`src/rtl/bus_gen_arbiter.sv`:
```
// bus_gen_arbiter: shared-bus model with one round-robin arbiter per bus.
// Each transaction takes three cycles. IDLE grants a pending terminal. POP strobes
// that terminal's output FIFO and captures its head packet. PUSH strobes the input
// FIFOs of the destination terminals.
//
// Ports:
//   clk     - clock, rising edge
//   reset   - asynchronous, active-high reset
//   pndng   - [bits][drvrs] terminal output FIFO non-empty
//   push    - [bits][drvrs] one-cycle write strobe into terminal input FIFOs
//   pop     - [bits][drvrs] one-cycle read strobe of terminal output FIFOs
//   D_pop   - [bits][drvrs][pckg_sz] head-of-FIFO data per terminal
//   D_push  - [bits][drvrs][pckg_sz] data presented to terminals, qualified by push
//
// Packet: destination ID in the top 8 bits, payload below; never modified.
//
// Build option: define BCAST_LOOPBACK_EN so that broadcast packets also reach the
// source terminal. By default, broadcast excludes the source.

module bus_gen_arbiter #(
    parameter int unsigned bits      = 1,
    parameter int unsigned drvrs     = 4,
    parameter int unsigned pckg_sz   = 16,
    parameter logic [7:0]  broadcast = 8'hFF
) (
    input  logic                                   clk,
    input  logic                                   reset,
    input  logic [bits-1:0][drvrs-1:0]             pndng,
    output logic [bits-1:0][drvrs-1:0]             push,
    output logic [bits-1:0][drvrs-1:0]             pop,
    input  logic [bits-1:0][drvrs-1:0][pckg_sz-1:0] D_pop,
    output logic [bits-1:0][drvrs-1:0][pckg_sz-1:0] D_push
);

    localparam int unsigned PW = (drvrs > 1) ? $clog2(drvrs) : 1;

    localparam logic [1:0] StIdle = 2'd0;
    localparam logic [1:0] StPop  = 2'd1;
    localparam logic [1:0] StPush = 2'd2;

    logic [1:0]         state_q [bits];
    logic [PW-1:0]      ptr_q   [bits];
    logic [PW-1:0]      grant_q [bits];
    logic [PW-1:0]      grant_d [bits];
    logic [pckg_sz-1:0] pkt_q   [bits];
    logic [7:0]         dest    [bits];

    logic [bits-1:0][drvrs-1:0] pop_q;
    logic [bits-1:0][drvrs-1:0] push_q;
    logic [bits-1:0][drvrs-1:0] target;

    int unsigned sum;

    always_comb begin
        sum = 0;
        for (int unsigned b = 0; b < bits; b++) begin
            // Scan from the farthest candidate down to the pointer. The last hit
            // is therefore the first pending terminal at or above the pointer.
            grant_d[b] = ptr_q[b];
            for (int i = int'(drvrs) - 1; i >= 0; i--) begin
                sum = 32'(ptr_q[b]) + 32'(i);
                if (sum >= drvrs) begin
                    sum = sum - drvrs;
                end
                if (pndng[b][sum]) begin
                    grant_d[b] = PW'(sum);
                end
            end

            // An out-of-range unicast ID matches no terminal, so the packet is dropped.
            dest[b] = D_pop[b][grant_q[b]][pckg_sz-1 -: 8];
            for (int unsigned k = 0; k < drvrs; k++) begin
                if (dest[b] == broadcast) begin
`ifdef BCAST_LOOPBACK_EN
                    target[b][k] = 1'b1;
`else
                    target[b][k] = (k != 32'(grant_q[b]));
`endif
                end else begin
                    target[b][k] = (32'(dest[b]) == k);
                end
            end
        end
    end

    always_comb begin
        for (int unsigned b = 0; b < bits; b++) begin
            for (int unsigned k = 0; k < drvrs; k++) begin
                D_push[b][k] = pkt_q[b];
            end
        end
    end

    assign pop  = pop_q;
    assign push = push_q;

    always_ff @(posedge clk or posedge reset) begin
        if (reset) begin
            pop_q  <= '0;
            push_q <= '0;
            for (int unsigned b = 0; b < bits; b++) begin
                state_q[b] <= StIdle;
                ptr_q[b]   <= '0;
                grant_q[b] <= '0;
                pkt_q[b]   <= '0;
            end
        end else begin
            for (int unsigned b = 0; b < bits; b++) begin
                case (state_q[b])
                    StIdle: begin
                        if (|pndng[b]) begin
                            grant_q[b]             <= grant_d[b];
                            pop_q[b]               <= '0;
                            pop_q[b][grant_d[b]]   <= 1'b1;
                            state_q[b]             <= StPop;
                        end
                    end
                    StPop: begin
                        pop_q[b]   <= '0;
                        pkt_q[b]   <= D_pop[b][grant_q[b]];
                        push_q[b]  <= target[b];
                        state_q[b] <= StPush;
                        if (32'(grant_q[b]) == drvrs - 1) begin
                            ptr_q[b] <= '0;
                        end else begin
                            ptr_q[b] <= grant_q[b] + 1'b1;
                        end
                    end
                    StPush: begin
                        push_q[b]  <= '0;
                        state_q[b] <= StIdle;
                    end
                    default: begin
                        pop_q[b]   <= '0;
                        push_q[b]  <= '0;
                        state_q[b] <= StIdle;
                    end
                endcase
            end
        end
    end

endmodule

```
`config.mk`:
```
export PLATFORM = sky130hd
export DESIGN_NAME = bus_gen_arbiter
export DESIGN_NICKNAME = d
export VERILOG_FILES = /design/src/rtl/bus_gen_arbiter.sv
export SDC_FILE = /design/constraint.sdc
export NUM_CORES = 1
export LEC_CHECK = 0
export ABC_AREA = 1
export BUFFER_PORTS_ARGS = -buffer_cell sky130_fd_sc_hd__buf_2
export CORE_MARGIN = 2
export CORE_UTILIZATION = 48
export DETAILED_ROUTE_END_ITERATION = 10
export MAX_ROUTING_LAYER = met4
export PLACE_DENSITY = 0.9
export SLEW_MARGIN = 5
export SYNTH_ARGS = -nofsm -noshare
export SYNTH_HDL_FRONTEND = slang
export SYNTH_SLANG_ARGS = --single-unit
```
`constraint.sdc`:
```
create_clock -name clk -period 4.1 [get_ports clk]
set_input_delay 0 -clock clk [delete_from_list [all_inputs] [get_ports clk]]
set_output_delay 0 -clock clk [all_outputs]
set_load 0.02 [all_outputs]
```
==> impl_metrics.env, run 1 <==
export IMPL_synth_seq_cells=30
export IMPL_internal_power_mw=1.11
export IMPL_worstRegToRegCells=8
export IMPL_grt_pass1_wl_um=8830
export IMPL_path_clk_slew_ps=60
export IMPL_wirelength_um=5780
export IMPL_vias=2460
export IMPL_placementRows=26
export IMPL_slowest_delay_ps=820
export IMPL_diodes=0
export IMPL_core_area_mm2=0.00504
export IMPL_cellLeakagePower_nw=1.69
export IMPL_comb_power_share_pct=67.3
export IMPL_dpl_cell_area_mm2=0.00281
export IMPL_netlist_top_cells_area="dfrtp_1 30%, buf_4 15%, nand2_1 15%"
export IMPL_num_nets_final=519
export IMPL_synthFlopType="dfrtp_1"
export IMPL_grt_remaining_overflow=0
export IMPL_route_detailed_drc=0
export IMPL_async_flop_share_pct=100
export IMPL_syn_avg_cell_area_um2=6.95
export IMPL_vdd_drop_max_uv=447
export IMPL_die_h_um=75.9
export IMPL_drt_wirelength_per_cell_um=11.2
export IMPL_clock_skew_ps=6.59
export IMPL_initial_core_util_pct=49.2
export IMPL_p_clk_share_pct=9.3
export IMPL_drive_gt1_share_pct=39.9
export IMPL_numClockSinks=30
export IMPL_root_buffer="clkbuf_8"
export IMPL_cp_start_kind="flop"
export IMPL_post_route_min_period_ps=2030
export IMPL_maxSlewHeadroom_pct=26.1
export IMPL_ctsHoldBuffers=0
export IMPL_yosysMostFrequentCell="nand2_1"
export IMPL_setup_viol=0
export IMPL_p_sw_share_pct=56.3
export IMPL_area_growth_syn_to_layout_pct=16.8
export IMPL_crit_buf_inv=1
export IMPL_max_freq_mhz=492
export IMPL_critical_path_class="reg -> reg"
export IMPL_fin_setup_tns_ps=0
export IMPL_die_area_mm2=0.00576
export IMPL_routedLengthMet1_um=2340
export IMPL_end_kind="flop"
export IMPL_worstPathRequired_ps=4260
export IMPL_post_drt_via_cell_ratio=4.77
export IMPL_status="finished, final reports clean"
export IMPL_stdcell_area_mm2=0.00290
export IMPL_cts_setup_buffers=0
export IMPL_met2WireLength_um=2940
export IMPL_min_path_type="in -> async"
export IMPL_cts_buffers=5
export IMPL_tightest_slew_ps=1110
export IMPL_io_buffers=141
export IMPL_yosysUniqueCellTypes=29
export IMPL_r2r_start="grant_q[1]"
export IMPL_slowest_stage="dfrtp_1"
export IMPL_post_cts_resized=0
export IMPL_report_final_slew_viol_count=0
export IMPL_clockBufferDepth=2
export IMPL_grt_pass1_vias=2101
export IMPL_ys_seq_area_share_pct=30.3
export IMPL_die_x_um=75.9
export IMPL_rsz0062_at_grt="false"
export IMPL_hold_violations=0
export IMPL_crit_top_cell="nand3_1"
export IMPL_io_pins=142
export IMPL_crit_arrival_ps=2190
export IMPL_cp_cell_sequence="inv_4, nand3_1, nand2_1, nor2_1, and2_4, nand3_1, nand3_1, nand2_1"
export IMPL_grt_antenna_before_repair=0
export IMPL_critPathTopFamily="simple AND/OR/NAND/NOR gates"
export IMPL_cts_tree="yes"
export IMPL_power_switching_mw=1.43
export IMPL_pwr_share_seq_pct=23.4
export IMPL_cap_violations=0
export IMPL_clk_latency_ps=270
export IMPL_dpl_hpwl_um=4510
export IMPL_rrSetupSlack_ps=2070
export IMPL_routed_top_layer="met4"
export IMPL_synth_edf_count=0
export IMPL_antenna_left=0
export IMPL_min_period_over_period_pct=49.5
export IMPL_ctsHtreeMaxLevel=2
export IMPL_synth_area_mm2=0.00248
export IMPL_synth_nets=431
export IMPL_grt_max_degree=36
export IMPL_syn_inst=357
export IMPL_power_total_mw=2.53
export IMPL_r2r_end="push[1]"
export IMPL_powerDensity_mw_per_mm2=873
export IMPL_synth_commonest_cells="99 x nand2_1, 51 x buf_4, 48 x nor2_1"
export IMPL_yosys_area_top_type="dfrtp_1"
export IMPL_drt_iter0_markers=103
export IMPL_gp_congestion=0.901
export IMPL_synth_top_area_share_pct=30.3
export IMPL_crit_fanout=19
export IMPL_grt_usage_pct=20.3
export IMPL_wl_met3_um=405
export IMPL_first_pass_iters=4
export IMPL_ys_warn_count=0
[cell families (layout without fill, tap and decap cells)]
family / Yosys count / in the layout / share of synthesized area (%)
adders and majority gates: 4 / 4 / 2.02
DFF: 30 / 30 / 30.3
and+or+nand+nor: 204 / 204 / 36.8
buffers and inverters: 80 / 169 / 22.5
AOI/OAI and AO/OA: 39 / 39 / 8.37
[final cells by class]
cell class / instances / area, um^2
tap: 70 / 87.6
sequential: 30 / 751
clock inverter: 1 / 5.00
clock buffer: 7 / 86.3
multi-input combinational: 247 / 1170
fill: 496 / 2140
inverter: 18 / 77.6
timing repair buffer: 143 / 721
[power by group through the flow]
stage / Clock (mW) / Combinational, mW / Sequential, mW
2_1_floorplan: 0 / 1.53 / 0.647
3_3_place_gp: 0 / 1.67 / 0.588
3_5_place_dp: 0 / 1.70 / 0.598
4_1_cts: 0.240 / 1.71 / 0.593
5_1_grt: 0.253 / 1.89 / 0.621
6_report: 0.236 / 1.70 / 0.592
[layer usage]
layer  vias up  track usage, %
met5         -               -
met4         0            7.41
met3        12            3.70
met2        93            34.5
met1      1092            23.9
li1       1263               -
[sequential cells by signal (all words and copies together), names as in the netlist]
register / cells
state_q: 2
pop: 4
grant_q: 2
pkt_q: 16
push: 4
ptr_q: 2
[worst max path at each step]
stage | startpoint | endpoint | depth (start not counted)
after floorplan | grant_q[0] | ptr_q[1] | 7
after global placement | grant_q[1] | push[1] | 8
after detailed placement | grant_q[1] | push[1] | 8
after CTS | grant_q[1] | push[1] | 8
after global routing | grant_q[1] | push[1] | 8
final | grant_q[1] | push[1] | 8
[per-stage QoR]
| stage | instances | util [%] | hold WS [ps] | setup slack (ps) |
|---|---|---|---|---|
| CTS | 516 | 57.5 | 18.8 | 2070 |
| floorplan | 357 | - | 90.8 | 2640 |
| global placement | 508 | 55.7 | 295 | 2140 |
| global route | 516 | 57.5 | 31.5 | 1890 |
| finish | 516 | 57.5 | 2.37 | 2070 |
| detailed placement | 508 | 55.7 | 301 | 2070 |
[cells in the final DEF, fill, tap and decap left out, drive strengths merged]
cell type / n
a31oi: 8
nand4: 2
nor2: 50
o21ai: 27
o31ai: 1
nand2: 113
and2: 2
inv: 18
nor3: 1
ha: 4
a21oi: 3
nand3: 35
buf: 143
nor4: 1
clkbuf: 7
clkinv: 1
dfrtp: 30
No activity file was read; power rests on OpenSTA's default activity.
==> inputs of run 2 (changes only) <==
CORE_UTILIZATION = 45   (was 48)
PLACE_DENSITY = 0.86   (was 0.9)
clock period = 2.1 ns   (was 4.1 ns; I/O delays follow)
==> impl_metrics.env, run 2 (same netlist as run 1, synthesis figures left out) <==
export IMPL_min_path_type="in -> reg"
export IMPL_crit_arrival_ps=1870
export IMPL_die_area_mm2=0.00612
export IMPL_power_total_mw=4.92
export IMPL_grt_pass1_wl_um=9200
export IMPL_mostFrequentLayoutCell="buf_2"
export IMPL_io_pins=142
export IMPL_drt_wirelength_per_cell_um=11.0
export IMPL_crit_fanout=35
export IMPL_powerDensity_mw_per_mm2=1680
export IMPL_layout_area_seq_um2=751
export IMPL_largest_reg_flops=16
export IMPL_cts_buffers=5
export IMPL_diodes=0
export IMPL_max_freq_mhz=584
export IMPL_route_detailed_drc=0
export IMPL_ctsHtreeMaxLevel=2
export IMPL_post_drt_via_cell_ratio=4.78
export IMPL_initial_core_util_pct=45.9
export IMPL_cellLeakagePower_nw=1.70
export IMPL_post_route_min_period_ps=1710
export IMPL_antenna_left=0
export IMPL_gp_congestion=0.826
export IMPL_rrSetupSlack_ps=390
export IMPL_io_buffers=141
export IMPL_stdcell_area_mm2=0.00292
export IMPL_area_growth_syn_to_layout_pct=17.8
export IMPL_worstPathRequired_ps=2250
export IMPL_dpl_cell_area_mm2=0.00283
export IMPL_placementRows=27
export IMPL_num_nets_final=523
export IMPL_hold_violations=0
export IMPL_grt_max_degree=36
export IMPL_root_buffer="clkbuf_8"
export IMPL_clockBufferDepth=2
export IMPL_core_area_mm2=0.00541
export IMPL_first_pass_iters=5
export IMPL_clk_latency_ps=270
export IMPL_grt_remaining_overflow=0
export IMPL_dpl_hpwl_um=4550
export IMPL_drive_gt1_share_pct=40.3
export IMPL_maxSlewHeadroom_pct=61.8
export IMPL_clock_skew_ps=8.74
export IMPL_vias=2491
export IMPL_die_x_um=78.3
export IMPL_drt_iter0_markers=59
export IMPL_tightest_slew_ps=568
export IMPL_cts_tree="yes"
export IMPL_grt_pass1_vias=2156
export IMPL_fillers=555
export IMPL_mostFrequentLayoutCells="141 x buf_2, 99 x nand2_1, 48 x nor2_1, 30 x dfrtp_1, 29 x nand3_1"
export IMPL_status="finished, final reports clean"
export IMPL_min_period_over_period_pct=81.6
export IMPL_post_cts_resized=0
export IMPL_grt_usage_pct=18.9
export IMPL_setup_viol=0
export IMPL_cap_violations=0
export IMPL_fin_setup_tns_ps=0
export IMPL_fin_util_pct=54.1
export IMPL_end_kind="flop"
export IMPL_grt_antenna_before_repair=0
export IMPL_multiInputGateArea_mm2=0.00117
export IMPL_die_h_um=78.3
export IMPL_final_cells=521
export IMPL_rsz0062_at_grt="false"
export IMPL_dp_cells=513
export IMPL_wirelength_um=5710
export IMPL_report_final_slew_viol_count=0
export IMPL_critical_path_class="reg -> reg"
export IMPL_cp_start_kind="flop"
export IMPL_vdd_drop_max_uv=745
export IMPL_largest_register="pkt_q"
export IMPL_path_clk_slew_ps=60
export IMPL_numClockSinks=30
==> run 2: metal layers <==
| metal | vias to the layer above | share of wire, % | GRT usage, % |
|---|---|---|---|
| li1 | 1277 | - | - |
| met1 | 1124 | 43 | 21.4 |
| met2 | 82 | 51 | 33.8 |
| met3 | 8 | 4.6 | 3.22 |
| met4 | 0 | 1.4 | 6.49 |
| met5 | - | 0 | - |
==> run 2: cell type report <==
cell class | instances | area share (%)
timing repair buffer | 147 | 25.8
inverter | 18 | 2.66
multi-input combinational | 247 | 40.1
clock inverter | 2 | 0.343
sequential | 30 | 25.7
clock buffer | 5 | 2.36
tap | 72 | 3.08
==> run 2: final timing paths <==
| check | from | cells past startpoint | end |
|---|---|---|---|
| min in group asynchronous | reset | 4 | pop[0] |
| setup / recovery | grant_q[0] | 9 | push[1] |
| hold / removal | D_pop[17] | 3 | pkt_q[1] |
| hold reg to reg | push[2] | 2 | push[2] |
| max in group asynchronous | reset | 4 | push[2] |
| setup reg to reg | grant_q[0] | 9 | push[1] |
==> run 2: timing repair <==
action                                 4_1_cts  5_1_grt
endpoints found under the hold margin       30        0
buffers inserted                             0        0
hold buffers                                 1        0
==> run 2: worst max-delay path, stage by stage, from the launching register on <==
cell,delay [ps]
dfrtp_1,490
inv_8,220
nand2_1,80
nand3_1,100
nand2_1,110
nor2_1,160
and2_4,200
nand3_1,80
nand3_1,100
nand2_1,60
==> run 2: power by group <==
group          leakage (nW)  switching, mW  total (mW)  internal (mW)
combinational          1.29           2.29        3.38           1.10
clock                0.0438          0.196       0.417          0.221
sequential            0.370          0.294        1.12          0.824
total                  1.70           2.78        4.92           2.14
==> run 2: metrics by stage <==
stage	hold WS, ps	setup slack (ps)
after floorplan	90.8	644
after global placement	88.7	506
after detailed placement	92.3	383
after CTS	12.2	373
after global routing	23.2	208
final	18.2	387
==> inputs of run 3 (changes only) <==
clock period = 1.7 ns   (was 2.1 ns; I/O delays follow)
==> impl_metrics.env, run 3 (same netlist as run 1, synthesis figures left out) <==
export IMPL_status="finished, final reports clean"
export IMPL_io_buffers=141
export IMPL_crit_top_cell="nand2_1"
export IMPL_largest_register="pkt_q"
export IMPL_final_cells=530
export IMPL_stdcell_area_mm2=0.00305
export IMPL_max_freq_mhz=617
export IMPL_dpl_cell_area_mm2=0.00288
export IMPL_pwr_share_seq_pct=21.0
export IMPL_power_total_mw=6.43
export IMPL_grt_remaining_overflow=0
export IMPL_p_sw_share_pct=54.8
export IMPL_drt_wirelength_per_cell_um=11.2
export IMPL_slowest_delay_ps=430
export IMPL_dpl_hpwl_um=4640
export IMPL_cp_cell_sequence="buf_12, clkinv_16, nand2_1, nand3_1, nand2_1, buf_4, a21oi_1, nand3_1, nand2_1, nand3_1, nand2_1"
export IMPL_largest_reg_flops=16
export IMPL_fin_ws_ps=80.6
export IMPL_worstPathRequired_ps=1910
export IMPL_hold_ws_ps=9.80
export IMPL_num_nets_final=531
export IMPL_min_path_type="in -> reg"
export IMPL_mostFrequentLayoutCell="buf_2"
export IMPL_internal_power_mw=2.91
export IMPL_area_growth_syn_to_layout_pct=23.0
export IMPL_rrSetupSlack_ps=80
export IMPL_fillers=515
export IMPL_post_drt_via_cell_ratio=4.76
export IMPL_clockBufferDepth=2
export IMPL_die_x_um=78.3
export IMPL_core_area_mm2=0.00541
export IMPL_drt_iter0_markers=119
export IMPL_dp_slack_ps=36.1
export IMPL_cellLeakagePower_nw=1.76
export IMPL_post_route_min_period_ps=1620
export IMPL_cts_tree="yes"
export IMPL_vias=2525
export IMPL_comb_power_share_pct=70.0
export IMPL_slowest_stage="dfrtp_2"
export IMPL_grt_max_degree=36
export IMPL_dp_cells=517
export IMPL_hold_violations=0
export IMPL_maxSlewHeadroom_pct=59.7
export IMPL_cts_buffers=5
export IMPL_wirelength_um=5910
export IMPL_crit_buf_inv=3
export IMPL_first_pass_iters=4
export IMPL_critical_path_class="reg -> reg"
export IMPL_drive_gt1_share_pct=42.6
export IMPL_min_period_over_period_pct=95.3
export IMPL_critPathTopFamily="simple AND/OR/NAND/NOR gates"
export IMPL_path_clk_slew_ps=60
export IMPL_p_clk_share_pct=9.0
export IMPL_power_switching_mw=3.53
export IMPL_setup_viol=0
export IMPL_gp_congestion=0.838
export IMPL_initial_core_util_pct=45.9
export IMPL_route_detailed_drc=0
export IMPL_grt_antenna_before_repair=0
export IMPL_diodes=0
export IMPL_crit_arrival_ps=1830
export IMPL_grt_usage_pct=19.4
export IMPL_numClockSinks=30
export IMPL_cp_start_kind="flop"
export IMPL_grt_pass1_vias=2288
export IMPL_ctsHtreeMaxLevel=2
export IMPL_root_buffer="clkbuf_8"
export IMPL_placementRows=27
export IMPL_die_h_um=78.3
export IMPL_tightest_slew_ps=599
export IMPL_layout_area_seq_um2=753
export IMPL_multiInputGateArea_mm2=0.00118
export IMPL_mostFrequentLayoutCells="142 x buf_2, 97 x nand2_1, 47 x nor2_1, 29 x nand3_1, 28 x dfrtp_1"
export IMPL_grt_pass1_wl_um=9550
export IMPL_die_area_mm2=0.00612
export IMPL_end_kind="flop"
export IMPL_clock_skew_ps=6.85
export IMPL_fin_util_pct=56.5
export IMPL_crit_fanout=35
export IMPL_io_pins=142
export IMPL_clk_latency_ps=280
export IMPL_report_final_slew_viol_count=0
export IMPL_fin_setup_tns_ps=0
export IMPL_vdd_drop_max_uv=1080
export IMPL_cap_violations=0
export IMPL_antenna_left=0
export IMPL_powerDensity_mw_per_mm2=2110
-- run 3: cell types whose count changed in the layout (fill, tap and decap cells not counted), moves of 2 or more --
cell,before,now
buf_4,5,10
dfrtp_1,30,28
dfrtp_2,0,2
nand2_2,13,15
nand2_1,99,97
-- run 3: final cells by class --
cell class	count	area share [%]
clock inverter	1	0.164
tap	72	2.95
inverter	18	3.24
sequential	30	24.7
timing repair buffer	155	27.5
clock buffer	7	2.83
multi-input combinational	247	38.6
-- run 3: path summary, 6_finish.rpt --
path,start,to,cells past startpoint
setup / recovery,grant_q[0],push[2],11
hold / removal,D_pop[18],pkt_q[2],3
setup reg to reg,grant_q[0],push[2],11
hold reg to reg,pop[3],pop[3],2
max in group asynchronous,reset,ptr_q[0],4
min in group asynchronous,reset,pop[0],4
-- run 3: worst register-to-register path: cells and delay by family, from the launching register on --
family	cells	cell delay, ps
AND/OR/NAND/NOR	7	570
flip-flops	1	430
buffers and inverters	3	400
AO/OA/AOI/OAI	1	150
-- run 3: routing by layer --
layer | track usage [%] | share of wire (%)
met1 | 22.7 | 41
met2 | 34.2 | 53
met3 | 3.22 | 5.1
met4 | 5.96 | 1.0
met5 | - | 0
-- run 3: what timing repair did --
item | in CTS | in global routing
hold endpoints to repair | 30 | 0
hold buffers | 1 | 0
setup endpoints to repair | 0 | 7
buffers inserted | 0 | 4
resized for setup | 0 | 12
-- run 3: power by group through the flow --
stage               registers [mW]  logic [mW]  clock network (mW)
finish                        1.35        4.50               0.577
global route                  1.42        4.95               0.628
CTS                           1.36        4.35               0.586
detailed placement            1.36        4.34                   0
global placement              1.34        4.26                   0
floorplan                     1.56        3.70                   0
